`config.mk`:
```
export PLATFORM = sky130hd
export DESIGN_NAME = onehot_index_serializer
export DESIGN_NICKNAME = d
export VERILOG_FILES = /design/src/rtl/cpu_sel_pkg.sv /design/src/rtl/priority_encoder_32_5.sv /design/src/rtl/onehot_index_serializer.sv
export SDC_FILE = /design/constraint.sdc
export NUM_CORES = 1
export LEC_CHECK = 0
export ABC_AREA = 1
export ABC_CLOCK_PERIOD_IN_PS = 3700
export CAP_MARGIN = 20
export CELL_PAD_IN_SITES_DETAIL_PLACEMENT = 1
export CELL_PAD_IN_SITES_GLOBAL_PLACEMENT = 2
export CORE_ASPECT_RATIO = 1.25
export CORE_UTILIZATION = 30
export DETAILED_ROUTE_END_ITERATION = 8
export GPL_TIMING_DRIVEN = 0
export PLACE_DENSITY_LB_ADDON = 0.1
export SYNTH_ARGS = -nofsm -noshare
export SYNTH_HDL_FRONTEND = slang
export SYNTH_HIERARCHICAL = 1
export SYNTH_SLANG_ARGS = --single-unit
export TNS_END_PERCENT = 5
```
`constraint.sdc`:
```
create_clock -name clk -period 3.7 [get_ports clk]
set_input_delay 0.925 -clock clk [delete_from_list [all_inputs] [get_ports clk]]
set_output_delay 0.925 -clock clk [all_outputs]
set_load 0.01 [all_outputs]
```
`src/rtl/cpu_sel_pkg.sv`:
```
// Shared register-select types for the writeback select encode/decode paths.
// Also provides the 8-to-3 leaf encoder used to build wider priority encoders.
package cpu_sel_pkg;

  localparam int NUM_REGS  = 32;
  localparam int REG_IDX_W = 5;

  typedef logic [NUM_REGS-1:0]  reg_sel_t;
  typedef logic [REG_IDX_W-1:0] reg_idx_t;

  typedef enum logic {IDLE, EMIT} ser_state_e;

  // Index of the lowest set bit in an 8-bit slice; 0 when the slice is empty.
  function automatic logic [2:0] pe8_idx(input logic [7:0] v);
    logic [2:0] idx;
    idx = '0;
    for (int i = 7; i >= 0; i--) begin
      if (v[i]) idx = 3'(i);
    end
    return idx;
  endfunction

endpackage

```
`src/rtl/priority_encoder_32_5.sv`:
```
// Lowest-set-bit encoder, 32 inputs to a 5-bit index.
// Built as four 8-to-3 leaves plus a 4-way group select, mirroring the decoder tree.
module priority_encoder_32_5
  import cpu_sel_pkg::*;
(
  input  logic [31:0] in,
  output reg_idx_t    idx,
  output logic        any
);

  logic [3:0] grp_any;
  logic [2:0] grp_idx [4];

  for (genvar g = 0; g < 4; g++) begin : g_leaf
    assign grp_any[g] = |in[g*8 +: 8];
    assign grp_idx[g] = pe8_idx(in[g*8 +: 8]);
  end

  // Scan groups high to low so the lowest non-empty group wins.
  always_comb begin
    idx = '0;
    for (int g = 3; g >= 0; g--) begin
      if (grp_any[g]) idx = {2'(g), grp_idx[g]};
    end
  end

  assign any = |grp_any;

endmodule

```
`src/rtl/onehot_index_serializer.sv`:
```
// Drains a multi-hot register-select vector into 5-bit indices, lowest first.
//
// state | meaning
// IDLE  | ready for a new vector; zero vectors are consumed and dropped
// EMIT  | presenting lowest pending index; clears it on each accepted handshake
module onehot_index_serializer
  import cpu_sel_pkg::*;
#(
  parameter int N    = 32,
  parameter int IDXW = $clog2(N)
) (
  input  logic            clk,
  input  logic            reset_n,
  input  logic            req_valid,
  output logic            req_ready,
  input  logic [N-1:0]    req_vec,
  output logic            out_valid,
  input  logic            out_ready,
  output logic [IDXW-1:0] out_idx,
  output logic            out_last,
  output logic            busy
);

  ser_state_e   state;
  logic [N-1:0] pending;
  logic [N-1:0] pending_clr;
  reg_idx_t     enc_idx;
  logic         enc_any;
  logic         emitting;

  priority_encoder_32_5 u_enc (
    .in  (pending),
    .idx (enc_idx),
    .any (enc_any)
  );

  // Subtracting one flips the lowest set bit and the zeros below it.
  assign pending_clr = pending & (pending - 1'b1);

  assign emitting  = (state == EMIT);
  assign req_ready = (state == IDLE);
  assign out_valid = emitting;
  assign busy      = emitting;
  assign out_idx   = (emitting && enc_any) ? IDXW'(enc_idx) : '0;
  assign out_last  = emitting && enc_any && (pending_clr == '0);

  always_ff @(posedge clk or negedge reset_n) begin
    if (!reset_n) begin
      state   <= IDLE;
      pending <= '0;
    end else begin
      case (state)
        IDLE: begin
          if (req_valid && (req_vec != '0)) begin
            pending <= req_vec;
            state   <= EMIT;
          end
        end
        EMIT: begin
          if (out_ready) begin
            pending <= pending_clr;
            if (out_last) state <= IDLE;
          end
        end
        default: begin
          state   <= IDLE;
          pending <= '0;
        end
      endcase
    end
  end

endmodule

```
* Word level (Yosys, flattened, before mapping) *
Cells that the tools add are included.

cells by class
  eq/ne operators = 2
  bitwise logic cells = 2
  multiplexer cells = 44
  reduce and logical (&&, ||, !) cells = 11
  add/sub/neg operators = 1

operators with widths
  kind                   count
  $mux 3                 32
  $mux 32                2
  $pmux 32 s2            1
  $and 32x32->32         1
  $logic_not 32->1       1
  $reduce_bool 32->1     1
  $reduce_or 32->1       1
  $reduce_or 8->1        4
  $sub 32x1->32 const B  1
  $mux 5                 5
  $logic_and 1x1->1      3
  $mux 1                 3
  $ne 2x1->1 const B     1
  $ne 2x2->1 const B     1
  $pmux 1 s2             1
  $reduce_and 2->1       1
  $not 1->1              1

word-level totals
  bits of input ports = 36
  logic and storage cells = 62
  register bits after elaboration = 33

* Longest topological paths before layout *
Gate-level depths: netlist (run 1).

  depth after elaboration = 13
  gate-level depth with buffers = 17
  gate-level depth less buffers = 17

* Modules after synthesis *
The synthesis (run 1) kept the hierarchy.

by module, submodules not included
  module                   area an instance (um2)  times used  cells an instance  sequential area each (um2)
  onehot_index_serializer  2,615.0                 1           436                825.8
  priority_encoder_32_5    478.0                   1           109                0.0

* Worst setup path before layout (run 1) *
OpenSTA, ideal clock, no wires.

  kind = reg2out
  start = register pending[4]
  end = output port out_last
  arrival = 1,643 ps
  stages on the path, launching flop included = 15
  path buffers = 0
  path slack = 1,132 ps
  path through = dfrtp_1 > nor2_1 > nand2_1 > nor2_2 > inv_2 > nor2_1 > nand2_1 > nand2_1 > a21oi_1 > nand2_1 > nor2_1 > nand2_1 > nor2_1 > nand4_1 > nor2_1

on the way
  elaborated cells on any way between the ends = 6

RTL lines
  item                             line                           source
  from (decl)                      onehot_index_serializer.sv:25  logic [N-1:0] pending;
  from (signal assigned)           onehot_index_serializer.sv:55  pending <= req_vec;
  from (signal assigned)           onehot_index_serializer.sv:61  pending <= pending_clr;
  $reduce_or 32->1                 priority_encoder_32_5.sv:27    assign any = |grp_any;
  via enc_any                      onehot_index_serializer.sv:28  logic enc_any;
  $logic_and 1x1->1 (2 in series)  onehot_index_serializer.sv:45  assign out_last = emitting && enc_any && (pending_clr == '0);
  to (decl)                        onehot_index_serializer.sv:20  output logic out_last,

The timed path passes the listed nets, and every way through them passes these cells.

* Worst setup path in the final report (run 1) *
  start = register pending[0]
  end = output port out_last

on the way
  cells in the longest elaborated chain, start to end = 4
  elaborated cells on any way between the ends = 6

RTL lines
  item                 line                           source
  $sub 32x1->32        onehot_index_serializer.sv:38  assign pending_clr = pending & (pending - 1'b1);
  $and 32x32->32       onehot_index_serializer.sv:38
  $logic_not 32->1     onehot_index_serializer.sv:45
  $logic_and 1x1->1 *  onehot_index_serializer.sv:45

Mark *: on every way between the ends. The rest lies on a longest branch, timed or not.

==> results by group, run 1 <==
Run status
  – Outcome: finished, final reports clean

Finish
  – Synth-to-layout area growth: 27.87%
  – Share of cells above drive strength 1: 14.73%
  – Sequential cell area: 842.1 µm²
  – Post-Route Utilization: 39.34%
  – Non-filler cells, final: 740
  – Layout Nets: 646
  – Design area: 0.003955 mm²
  – Most common cell after layout, fill and taps aside: nand2_1
  – # diodes: 0
  – # fillers: 1389
  – Multi-input gate area: 0.001953 mm²
  – Most frequent cells in the layout: nand2_1, nor2_1, nand3_1, clkdlybuf4s50_1, inv_1

Clocking
  – Htree depth: 2
  – Reg clk slew, reported paths: 0.06 ns
  – CTS Root Cell: clkbuf_16
  – Worst skew pair latency: 0.29 ns
  – CTS sink cnt: 33
  – CTS tree: yes
  – Total CTS buffers: 5
  – Max Root-Sink Buffers: 2
  – Cts hold-fix bufs: 0

Detailed routing
  – DRT iter0 DRCs: 110
  – Remaining antenna violation count: 0
  – DRC violations left: 0
  – DRT Wirelength: 12150 µm
  – Routed wire per std cell: 16.42 µm
  – TritonRoute pass-1 iters: 4
  – Via density per instance: 5.007
  – Vias: 3705

STA
  – Hold Fails Final Rpt: 0
  – Worst slew margin relative to its limit: 45.82%
  – Worst-margin pin slew: 0.8127 ns
  – Total negative slack: 0 ns
  – FMAX: 0.2864 GHz
  – Fin. max-slew vios: 0
  – Final Skew: 0.01049 ns
  – Tcrit/Tclk final: 94.38%
  – Final min period: 3.492 ns
  – RSZ-0062 raised after global routing: false
  – Final setup vio count: 0

Power
  – P_leak: 2.135 nW
  – Power Dens Cells: 211.3 mW/mm²
  – VDD IR max: 0.1495 mV

GRT
  – Initial antenna violation count: 0
  – GR Util All Layers: 24.45%
  – First-pass GRT wire length: 19860 µm
  – Largest net degree at the start of global routing: 34
  – Grt total ovfl: 0
  – Vias in the first global route: 3835

Synthesis
  – Synthesized cell area: 0.003093 mm²
  – Post-synth EDFFs: 0
  – Top FF cell, synth: dfrtp_1
  – Ys async rst share: 100.0%
  – Distinct cells, synth: 31
  – Sequential cell area fraction in the yosys report: 26.70%
  – Synth Instances: 545
  – Warnings from Yosys: 6
  – Post-Synthesis Mean Instance Area: 5.675 µm²
  – Syn Nets: 581
  – #FFs+latches synth: 33

Job
  – Max-cap violations: 0

Setup path
  – CP peak stage delay: 0.42 ns
  – Critical path depth: 11
  – FF-to-FF Start: pending[3]
  – Worst path bufs/invs: 2
  – Critical Path Source Type: register
  – Critical path, cell by cell: buf_4, nor2_4, nand2_4, nor2_2, nand2_1, o21ai_1, nand4_1, nor2_1, nand4_1, nor2_1, dlygate4sd2_1
  – CP endpoint: out_last
  – Crit-path slowest cell: dfrtp_2
  – WP data arrival: 2.57 ns
  – R2R Path End: busy
  – Critical path class: register to output port
  – Crit Path Max Fanout: 8
  – Largest delay share family, worst path: simple AND/OR/NAND/NOR gates
  – Req. time, crit path: 2.77 ns
  – Crit. End Element: output port
  – R2R depth: 17
  – Reg2reg setup slack: 1.40 ns
  – Critical path startpoint: pending[0]

Die
  – FP Rows: 41
  – Die ar.: 0.01072 mm²
  – Die Span Y: 115.5 µm
  – Die width: 92.82 µm
  – IO Count: 45
  – CORE AREA: 0.01005 mm²
  – Initial cell density of the core: 30.76%

Min path
  – Hold Path Class: register to register
  – Hold_sp: pending[14]

Place
  – Dpl cells: 718
  – Final RePlAce weighted congestion: 0.8570
  – DP HPWL: 9943 µm
  – Area after DPL: 0.003690 mm²
  – I/O Buffers: 44
-- flip-flops by register name, summed over array words and instances (netlist names) --
signal	flops
busy	1
pending	32
-- power by group --
group	leakage (nW)	internal [mW]	switching, mW
clock	0.0652	0.250	0.155
sequential	0.434	0.361	0
combinational	1.64	0.0379	0.0317
-- cells in the mapped netlist (2+ instances only) --
library cell / instances / area share, %
clkbuf_1: 5 / 0.61
buf_2: 3 / 0.49
nor3_1: 2 / 0.32
dfrtp_1: 33 / 27
nor2_1: 82 / 10
buf_6: 3 / 1.1
buf_4: 5 / 1.2
o21ai_1: 6 / 0.97
a21oi_1: 8 / 1.3
nand2_2: 7 / 1.4
o21ai_0: 36 / 5.8
o21ai_2: 3 / 0.85
nand3_2: 2 / 0.65
inv_1: 41 / 5.0
nor2_2: 10 / 2.0
nor2_4: 3 / 1.1
inv_2: 15 / 1.8
nand3_1: 51 / 8.3
nor4_1: 7 / 1.4
nand4_1: 10 / 2.0
nand2_1: 203 / 25
-- area by class of cell --
| type | count | area share (%) |
|---|---|---|
| Multi-Input combinational cell | 438 | 49.38 |
| Sequential cell | 33 | 21.29 |
| Tap cell | 129 | 4.081 |
| Buffer | 17 | 2.752 |
| Inverter | 57 | 5.410 |
| Timing Repair Buffer | 58 | 13.63 |
| Clock buffer | 8 | 3.448 |
-- routing by layer --
metal | wire length (µm) | GRT usage, %
met3 | 520 | 3.346
met5 | 0 | 0
met4 | 426 | 10.87
met2 | 5852 | 42.89
met1 | 5349 | 29.74
-- metrics by stage --
| step | setup WS (ns) | total power, mW | hold WS (ns) |
|---|---|---|---|
| floorplan | 1.132 | 0.3829 | 0.5338 |
| finish | 0.2079 | 0.8355 | 0.5998 |
| global placement | -0.03311 | 0.4385 | 0.6090 |
| CTS | 0.2362 | 0.8437 | 0.6117 |
| detailed placement | -0.01286 | 0.4383 | 0.6200 |
| global route | 0.01490 | 0.8622 | 0.6415 |
-- how the worst min path moves through the flow --
| stage | end | cells after the start |
|---|---|---|
| detailed placement | pending[2] | 2 |
| global placement | pending[10] | 2 |
| global route | pending[14] | 2 |
| finish | pending[14] | 2 |
| CTS | pending[14] | 2 |
| floorplan | pending[30] | 2 |
-- cells by family after synthesis --
logic type	share of synthesized area [%]
compound gates	9.992
buf+inv	10.44
flops	26.70
simple gates	52.87
-- timing repair --
item	in CTS	in global routing
setup endpoints to repair	1	1
pin swaps	1	0
resized for setup	15	2
setup buffers	14	0
endpoints found under the hold margin	0	0
-- tightest hold or removal path: stages, from the launching register on --
cell,delay [ns]
dfrtp_2,0.42
nand3_1,0.09
nand2_1,0.06
Power figures use the tool's default switching activity.
==> run 2: changes to the inputs <==
- CAP_MARGIN: 20 -> unset
==> results of run 2 <==
The final DEF is identical to that of run 1; final timing and power are the same.
